===== config.mk =====
export PLATFORM = sky130hd
export DESIGN_NAME = gray_updown_counter
export DESIGN_NICKNAME = d
export VERILOG_FILES = /design/src/rtl/gray_updown_counter.sv
export SDC_FILE = /design/constraint.sdc
export NUM_CORES = 1
export LEC_CHECK = 0
export CORE_AREA = 2 2 51 53
export DETAILED_ROUTE_END_ITERATION = 8
export DIE_AREA = 0 0 53 55
export PLACE_DENSITY = 0.88
export SKIP_LAST_GASP = 1
export SYNTH_ARGS = -nofsm -noshare
export SYNTH_HDL_FRONTEND = slang
export SYNTH_SLANG_ARGS = --single-unit

===== constraint.sdc =====
create_clock -name clk -period 4.79 [get_ports clk]
set_input_delay 0.479 -clock clk [delete_from_list [all_inputs] [get_ports clk]]
set_output_delay 0.479 -clock clk [all_outputs]
set_load 0.01 [all_outputs]

===== src/rtl/gray_updown_counter.sv =====
// ----------------------------------------------------------------------------
// gray_updown_counter
//
// Parametrised up/down binary-reflected Gray counter with synchronous clear
// and load, wrap or saturate behaviour at the ends of the range, and status
// outputs for terminal count, wrap pulse and sticky overflow.
//
// The state is held as a Gray code. Each cycle it is converted back to binary
// with a prefix XOR from the MSB, stepped by +1 or -1, and re-encoded. An
// enable step therefore changes exactly one bit, including the wrap step.
//
// Parameters:
//   WIDTH      counter width in bits (>= 2); sequence length 2^WIDTH
//   RESET_VAL  binary value restored by rst and clear (stored as Gray)
//
// Ports:
//   clk         rising-edge clock
//   rst         asynchronous active-high reset
//   enable      advance one step this cycle
//   up          direction: 1 = increment, 0 = decrement
//   mode_sat    1 = saturate at the end of range, 0 = wrap
//   clear       synchronous return to RESET_VAL (highest priority)
//   load        synchronous load of load_bin (beats enable)
//   load_bin    binary load value
//   ovf_clr     clears the sticky overflow flag (a same-cycle set wins)
//   grey_count  registered Gray count
//   tc          combinational terminal count for the current direction
//   wrap_pulse  registered, high for one cycle after a wrap step
//   overflow    registered sticky flag: wrap or blocked saturating step
//   bin_count   registered binary equivalent of grey_count
//               (present only when GREY_BIN_OUT_EN is defined)
//
// Optional feature macro: GREY_BIN_OUT_EN
// ----------------------------------------------------------------------------
module gray_updown_counter #(
    parameter int          WIDTH     = 8,
    parameter int unsigned RESET_VAL = 0
) (
    input  logic             clk,
    input  logic             rst,
    input  logic             enable,
    input  logic             up,
    input  logic             mode_sat,
    input  logic             clear,
    input  logic             load,
    input  logic [WIDTH-1:0] load_bin,
    input  logic             ovf_clr,
    output logic [WIDTH-1:0] grey_count,
    output logic             tc,
    output logic             wrap_pulse,
    output logic             overflow
`ifdef GREY_BIN_OUT_EN
    ,
    output logic [WIDTH-1:0] bin_count
`endif
);

    function automatic logic [WIDTH-1:0] to_gray(input logic [WIDTH-1:0] b);
        return b ^ (b >> 1);
    endfunction

    localparam logic [WIDTH-1:0] RESET_BIN  = WIDTH'(RESET_VAL);
    localparam logic [WIDTH-1:0] RESET_GREY = RESET_BIN ^ (RESET_BIN >> 1);
    localparam logic [WIDTH-1:0] ONE        = WIDTH'(1);

    logic [WIDTH-1:0] grey_reg;
    logic             wrap_pulse_reg;
    logic             overflow_reg;

    logic [WIDTH-1:0] bin_cur;
    logic [WIDTH-1:0] bin_step;
    logic [WIDTH-1:0] bin_next;
    logic [WIDTH-1:0] grey_next;
    logic             wrap_pulse_next;
    logic             overflow_next;
    logic             at_end;

    // Gray-to-binary: each binary bit is the XOR of all Gray bits at or above it.
    assign bin_cur[WIDTH-1] = grey_reg[WIDTH-1];
    generate
        for (genvar gi = WIDTH - 2; gi >= 0; gi--) begin : g_g2b
            assign bin_cur[gi] = bin_cur[gi+1] ^ grey_reg[gi];
        end
    endgenerate

    // Up end is all-ones binary (Gray 100..0), down end is zero.
    assign at_end   = up ? (&bin_cur) : ~(|bin_cur);
    assign tc       = at_end;
    // Modulo arithmetic makes the wrap fall out of the ordinary step.
    assign bin_step = up ? (bin_cur + ONE) : (bin_cur - ONE);

    always_comb begin
        bin_next        = bin_cur;
        wrap_pulse_next = 1'b0;
        overflow_next   = overflow_reg & ~ovf_clr;

        if (clear) begin
            bin_next      = RESET_BIN;
            overflow_next = 1'b0;
        end else if (load) begin
            bin_next = load_bin;
        end else if (enable) begin
            if (at_end) begin
                // A new overflow event overrides a same-cycle ovf_clr.
                overflow_next = 1'b1;
                if (!mode_sat) begin
                    bin_next        = bin_step;
                    wrap_pulse_next = 1'b1;
                end
            end else begin
                bin_next = bin_step;
            end
        end
    end

    // Holding re-encodes bin_cur, which reproduces grey_reg exactly.
    assign grey_next = to_gray(bin_next);

    always_ff @(posedge clk or posedge rst) begin
        if (rst) begin
            grey_reg       <= RESET_GREY;
            wrap_pulse_reg <= 1'b0;
            overflow_reg   <= 1'b0;
        end else begin
            grey_reg       <= grey_next;
            wrap_pulse_reg <= wrap_pulse_next;
            overflow_reg   <= overflow_next;
        end
    end

    assign grey_count = grey_reg;
    assign wrap_pulse = wrap_pulse_reg;
    assign overflow   = overflow_reg;

`ifdef GREY_BIN_OUT_EN
    logic [WIDTH-1:0] bin_reg;

    always_ff @(posedge clk or posedge rst) begin
        if (rst) begin
            bin_reg <= RESET_BIN;
        end else begin
            bin_reg <= bin_next;
        end
    end

    assign bin_count = bin_reg;
`endif

endmodule


Word level (Yosys, flattened, before mapping)
Cells that the tools add are included.
W data, S select, Z words.
Storage, ports and cells
  memories: 0
  register bits: 10
  word-level logic and storage cells: 34
  ROM bits: 0
  bits in writable memories: 0
  bits in latches: 0
  input port bits: 16
  output and inout bits: 11
Cells by class
  reduce and logical (&&, ||, !) cells: 2
  shift operators: 0
  bitwise operators: 11
  muxes and demuxes: 16
  order comparisons: 0
  multiply operators: 0
  add/subtract/negate cells: 2
  eq/ne operators: 0
  div/mod/pow operators: 0
Operator list (count)
  $mux W8: 6
  $mux W1: 10
  $add A8 B1 Y8 const B: 1
  $reduce_and A8 Y1: 1
  $reduce_or A8 Y1: 1
  $sub A8 B1 Y8 const B: 1
  $xor A8 B7 Y8: 1
  $xor A1 B1 Y1: 7
  $not A1 Y1: 2
  $and A1 B1 Y1: 1

Logic depth before layout (Yosys ltp)
Gate-level depths: netlist of the first run.
  depth after elaboration: 15
  mapped depth: 16
  depth with buffers taken out: 16

Worst setup path after synthesis of the first run
OpenSTA, ideal clock, no wires.
  kind: register to register
  from: register grey_reg[7] (netlist: grey_count[7])
  to: register grey_reg[6] (netlist: grey_count[6])
  stages on the path, launching flop included: 17
  period minus slack after synthesis: 3.970 ns
  data required time: 4.710 ns
  slack: 0.820 ns
  arrival time: 3.890 ns
  library setup time: 0.080 ns
  path buffers: 0
  cell sequence: dfrtp_1 -> xor2_1 -> ha_1 -> xor2_1 -> inv_1 -> ha_1 -> xor2_1 -> inv_1 -> ha_1 -> inv_1 -> ha_1 -> nand3_1 -> o211ai_2 -> a221o_1 -> or4_4 -> a31oi_4 -> xnor2_1
Between the ends
  word-level cells in the longest chain between the ends: 15
  elaborated cells between the ends (all ways): 20
  classes of those cells: add/sub: 2; mux: 7; bitwise: 9; reduce/logical: 2
RTL lines
  from (decl): line 66  | logic [WIDTH-1:0] grey_reg;
  from (signal assigned): line 125  | grey_reg <= grey_next;
  $xor A1 B1 Y1 (7 in series): line 82  | assign bin_cur[gi] = bin_cur[gi+1] ^ grey_reg[gi];
  $sub A8 B1 Y8 (tied with other cells): line 90  | assign bin_step = up ? (bin_cur + ONE) : (bin_cur - ONE);
  $mux W8 or $not A1 Y1 (tied branches): line 90, 87
  $mux W8 or $mux W1 (tied branches): line 106, 87
  $mux W8: line 103  | if (at_end) begin
  $mux W8 *: line 102  | end else if (enable) begin
  $mux W8 *: line 100  | end else if (load) begin
  $mux W8 *: line 97  | if (clear) begin
  net bin_next[7]: line 72  | logic [WIDTH-1:0] bin_next;
  $xor A8 B7 Y8 *: line 59  | return b ^ (b >> 1);
  net grey_next[6]: line 73  | logic [WIDTH-1:0] grey_next;
The timed path passes the listed nets; every way through them passes the cells marked *.

Worst setup path after layout of the first run
  from: register grey_reg[7] (netlist: grey_count[7])
  to: output tc
Between the ends
  word-level cells in the longest chain between the ends: 10
  elaborated cells between the ends (all ways): 11
  classes of those cells: mux: 1; bitwise: 8; reduce/logical: 2
RTL lines
  $xor A1 B1 Y1 (7 in series): line 82
  $reduce_or A8 Y1: line 87  | assign at_end = up ? (&bin_cur) : ~(|bin_cur);
  $not A1 Y1: line 87
  $mux W1 *: line 87
  to (decl): line 49  | output logic tc,
Mark *: on every way between the ends. The rest lies on a longest branch, timed or not.

==> run_results.csv, run 1 <==
group,metric,value,unit
status,outcome,"completed",
global_routing,grt_overflow,0,
floorplan,fp.coreArea,2365,um2
setup_path,r2r_slack,0.43,ns
yosys,syn_avg_cell_area,8.624,um2
cells_and_area,syn2layout_area_growth,26.90,%
yosys,yosys_warnings,0,
cells_and_area,diodes,0,
clock_network,post-cts-setup-buffers,0,
setup_path,crit-reg2reg-launch,"grey_count[7]",
placed_design,gp_congestion,0.9939,
global_routing,use_met2,0.3979,
global_routing,grtUsageTotal,0.2250,
sta,drv_slew,0,
route,dr_total_vias,1078,
flow_run,max_cap_violations,0,
sta,fin_crit_sh,0.9366,
placed_design,dp_hpwl,2.293,mm
cells_and_area,layout_commonest_cell,"clkdlybuf4s50_1",
global_routing,grt_use_met3,0.02957,
floorplan,start_util,0.4741,
setup_path,crit_slowest_cell,"clkdlybuf4s50_1",
yosys,syn-cell-area,1121,um2
route,drt_pass1_iterations,4,
yosys,synth-simple-area-share,0.2266,
setup_path,cp_max_fo,6,
yosys,synthTopCellsByArea,"dfrtp_1 (22%), ha_1 (13%), xor2_1 (6.3%)",
setup_path,max_stage_delay,0.59,ns
clock_network,clock_latency,0.25,ns
setup_path,crit_chain,"xor2_2, ha_1, xor2_1, inv_1, ha_1, xor2_1, inv_1, ha_1, xor2_2, nand3_1, o21ai_0, clkdlybuf4s50_1",
route,via_per_inst,5.796,
setup_path,cp-start-kind,"register",
yosys,synth_cells,130,
hold_path,min_path_type,"primary input to asynchronous set/reset pin",
clock_network,ctsResizeCount,0,
sta,final.setup_skew,0.001245,ns
setup_path,worst_setup_path_end_kind,"output pin",
route,drt-total-wl,2.776,mm
sta,grt_setup_unrepaired,"false",
sta,relSlewSlack,0.6531,
yosys,synth-main-ff-cell,"dfrtp_1",
placed_design,io_buffers,26,
yosys,ys_seq_area_frac,0.2232,
global_routing,use_met1,0.2610,
floorplan,pin_count,27,
cells_and_area,largest_reg_flops,8,
sta,max_freq,222.9,MHz
sta,hold_violations,0,
sta,tightest_slew,0.5073,ns
cells_and_area,drive_gt1_frac,0.06410,
setup_path,worstReg2RegEnd,"grey_count[6]",
yosys,synth_nets,158,
yosys,synth_adder_area_share,0.1339,
setup_path,crit_path_start,"grey_count[7]",
yosys,synthMuxAreaShare,0.02679,
clock_network,clk_pin_slew,0.06,ns
yosys,synth_edf_count,0,
global_routing,grt_start_max_net_pins,13,
sta,period_needed,4.486,ns
yosys,synth_top_family_by_area,"simple AND/OR/NAND/NOR gates",
yosys,synth.distinct_cells,45,
floorplan,rows,18,
setup_path,crit_type,"register to output pin",
clock_network,cts_tree,"built",
setup_path,cp.required,4.31,ns
floorplan,chipHeight,55,um
route,drt_iter0_markers,41,
floorplan,die_x,53,um
setup_path,rr_worst_depth,16,
route,post_drt_wl_per_cell,14.92,um
yosys,synth-xor-area-share,0.1317,
global_routing,grt_pass1_vias,1136,
clock_network,ctsHoldBuffers,0,
global_routing,grt_pass1_wl,4.781,mm
global_routing,antenna_found_initial,0,
yosys,synth-compound-area-share,0.1842,
setup_path,crit_top_cell,"ha_1",
sta,setup_viol_count_final,0,
yosys,yosysTopAreaCellShare,0.2232,
route,drc,0,
clock_network,max-clock-path-buffers,2,
global_routing,busiest_layer,"met2",
yosys,yosysTopAreaCell,"dfrtp_1",
clock_network,htree_levels,1,
route,antenna_left,0,
floorplan,dieArea,2915,um2
clock_network,cts_sinks,10,
yosys,synth-async-reset-ratio,1.000,
cells_and_area,mostFrequentLayoutCells,"clkdlybuf4s50_1 (26), inv_1 (14), ha_1 (12), dfrtp_1 (10), nand3_1 (8)",
cells_and_area,final_nets,186,
yosys,ys_seq_elements,10,
setup_path,cp.arrival,4.01,ns
clock_network,clockRootBuffer,"clkbuf_4",
sta,setup_tns,0,ns
clock_network,cts_buffers,3,
[metrics by stage]
step,instance area [um2],instances,hold WS [ns],utilization,worst slack (ns)
5_1_grt,1423,186,0.5483,0.6016,0.07079
4_1_cts,1415,186,0.5079,0.5984,0.2513
3_5_place_dp,1393,183,0.5448,0.5889,0.4014
6_report,1423,186,0.4921,0.6016,0.3037
3_3_place_gp,1393,183,0.5307,0.5889,0.6797
2_1_floorplan,1121,130,0.3192,-,0.8203
[worst max-delay path: cells and delay by family, from the launching register on]
family | cells | cell delay (ns)
AO/OA/AOI/OAI | 1 | 0.12
XOR/XNOR | 4 | 1.17
adder cells (fa/ha/maj) | 3 | 1.06
buffers and inverters | 3 | 0.81
flip-flops | 1 | 0.48
AND/OR/NAND/NOR | 1 | 0.12
[cell usage after synthesis, drive strengths merged (3+ instances only)]
master   n
dfrtp   10
xnor2    7
mux2i    3
nand3    8
inv     14
ha      12
a21oi    5
a31oi    4
nor3     6
nand2    5
nor2     6
xor2     9
o21ai    4
[cell families after synthesis]
group                      after synthesis
and+or+nand+nor                         44
AOI/OAI and AO/OA                       27
buffers and inverters                   18
xor gates and xnor gates                16
adders and majority gates               12
DFF                                     10
muxes                                    3
[worst max-delay path by stage]
stage	to	slack, ns	cells after the start
after global placement	grey_count[2]	0.68	14
after floorplan	grey_count[6]	0.82	16
after global routing	tc	0.07	12
after detailed placement	grey_count[6]	0.40	16
after CTS	tc	0.25	12
final	tc	0.30	12
[per-layer routing]
layer / part of all wire / wire, um
met5: 0 / 0
met4: 0.037 / 102
met2: 0.49 / 1368
met3: 0.037 / 103
met1: 0.43 / 1202
[final cells by class]
cell class	instances	area, um2
Fill cell	206	942.2
Multi-Input combinational cell	102	795.8
Timing Repair Buffer	26	260.3
Sequential cell	10	250.2
Inverter	15	56.30
Tap cell	30	37.54
Clock buffer	3	22.52
Power of run 1 is left out: the tool's default activity adds up to more than one toggle a clock period on the data nets, which glitch-free logic cannot reach.
==> run 2: changes to the inputs <==
ABC_CLOCK_PERIOD_IN_PS = 4790   (was unset)
CORE_AREA = 5 5 54 56   (was 2 2 51 53)
DIE_AREA = 0 0 59 61   (was 0 0 53 55)
GPL_TIMING_DRIVEN = 1   (was unset)
==> run_results.csv, run 2 (synthesized netlist as in run 1, its figures left out) <==
group,metric,value,unit
clock_network,clk_pin_slew,0.05,ns
cells_and_area,layout_commonest_cell,"clkdlybuf4s50_1",
placed_design,io_buffers,26,
placed_design,dpl_cell_area,1393,um2
hold_path,min_path_type,"primary input to asynchronous set/reset pin",
setup_path,crit_path_start,"grey_count[7]",
global_routing,grt_pass1_vias,1116,
cells_and_area,fillers,195,
clock_network,cts_tree,"built",
cells_and_area,stdcell_area,1415,um2
clock_network,ctsResizeCount,0,
setup_path,worst_setup_path_end_kind,"output pin",
placed_design,gp_congestion,0.8536,
setup_path,crit_chain,"xor2_1, ha_1, xor2_1, inv_1, ha_1, xor2_1, inv_1, ha_1, xor2_2, nand3_1, o21ai_0, clkdlybuf4s50_1",
cells_and_area,diodes,0,
route,dr_total_vias,1094,
sta,setup_tns,0,ns
floorplan,dieArea,3599,um2
floorplan,die_x,59,um
sta,final.setup_skew,0.001058,ns
clock_network,cts_sinks,10,
cells_and_area,final_nets,186,
cells_and_area,mostFrequentLayoutCells,"clkdlybuf4s50_1 (26), inv_1 (14), ha_1 (12), dfrtp_1 (10)",
cells_and_area,largest_reg_flops,8,
clock_network,post-cts-setup-buffers,0,
placed_design,dp_hpwl,2.517,mm
route,drt_pass1_iterations,4,
floorplan,fp.coreArea,2387,um2
floorplan,start_util,0.4696,
sta,tightest_slew,0.5624,ns
route,post_drt_wl_per_cell,16.23,um
global_routing,grt_pass1_wl,5.050,mm
setup_path,rr_worst_depth,16,
global_routing,grt_start_max_net_pins,13,
setup_path,cp-endpoint,"tc",
route,drt-total-wl,3.019,mm
setup_path,crit_slowest_cell,"clkdlybuf4s50_1",
flow_run,max_cap_violations,0,
sta,max_freq,219.9,MHz
sta,relSlewSlack,0.6154,
clock_network,max-clock-path-buffers,2,
setup_path,cp-start-kind,"register",
setup_path,crit_type,"register to output pin",
setup_path,max_stage_delay,0.59,ns
sta,period_needed,4.547,ns
global_routing,antenna_found_initial,0,
route,antenna_left,0,
sta,grt_setup_unrepaired,"false",
clock_network,cts_buffers,3,
cells_and_area,syn2layout_area_growth,26.23,%
route,drc,0,
floorplan,rows,18,
clock_network,clock_latency,0.26,ns
clock_network,htree_levels,1,
setup_path,cp_max_fo,6,
route,via_per_inst,5.882,
cells_and_area,drive_gt1_frac,0.05769,
setup_path,r2r_slack,0.32,ns
clock_network,ctsHoldBuffers,0,
global_routing,grtUsageTotal,0.1807,
clock_network,clockRootBuffer,"clkbuf_4",
setup_path,worstReg2RegEnd,"grey_count[6]",
floorplan,chipHeight,61,um
floorplan,pin_count,27,
route,drt_iter0_markers,31,
status,outcome,"completed",
sta,drv_slew,0,
sta,fin_crit_sh,0.9493,
sta,hold_violations,0,
setup_path,cp.required,4.31,ns
global_routing,grt_overflow,0,
setup_path,cp.arrival,4.07,ns
setup_path,crit-reg2reg-launch,"grey_count[7]",
sta,setup_viol_count_final,0,
run 2: cell types whose count changed in the layout (fill, tap and decap cells not counted):
| cell | before | now |
|---|---|---|
| xor2_1 | 7 | 8 |
| xor2_2 | 2 | 1 |
run 2: worst min-delay path by stage:
stage | start | end | slack [ns] | cells past startpoint
after floorplan | rst | grey_count[0] | 0.32 | 1
after global placement | overflow | overflow | 0.53 | 2
after detailed placement | overflow | overflow | 0.54 | 2
after CTS | rst | grey_count[2] | 0.50 | 2
after global routing | rst | grey_count[2] | 0.53 | 2
final | rst | grey_count[4] | 0.49 | 2
run 2: final cells by class:
class / instances / area, um2 / area share
multi-input combinational: 102 / 788.3 / 0.5570
timing repair buffer: 26 / 260.3 / 0.1839
clock buffer: 3 / 22.52 / 0.01592
sequential: 10 / 250.2 / 0.1768
tap: 30 / 37.54 / 0.02653
inverter: 15 / 56.30 / 0.03979
run 2: metal layers:
metal	track usage	wire length, um
met5	0	0
met4	0.07767	59
met3	0.01702	198
met2	0.3423	1555
met1	0.2051	1205
run 2: per-stage QoR:
stage | setup slack (ns) | cells | hold slack, ns | util
2_1_floorplan | 0.8203 | 130 | 0.3192 | -
3_3_place_gp | 0.6982 | 183 | 0.5277 | 0.5833
3_5_place_dp | 0.3762 | 183 | 0.5368 | 0.5833
4_1_cts | 0.2884 | 186 | 0.4977 | 0.5928
5_1_grt | 0.01505 | 186 | 0.5295 | 0.5928
6_report | 0.2428 | 186 | 0.4931 | 0.5928
run 2: worst max-delay path, delay by kind of cell, from the launching register on:
family / cells / cell delay [ns]
xor gates and xnor gates: 4 / 1.23
adders and majority gates: 3 / 1.08
buffers and inverters: 3 / 0.80
DFF: 1 / 0.44
AOI/OAI and AO/OA: 1 / 0.13
and+or+nand+nor: 1 / 0.11
Power of run 2 is left out for the same reason.
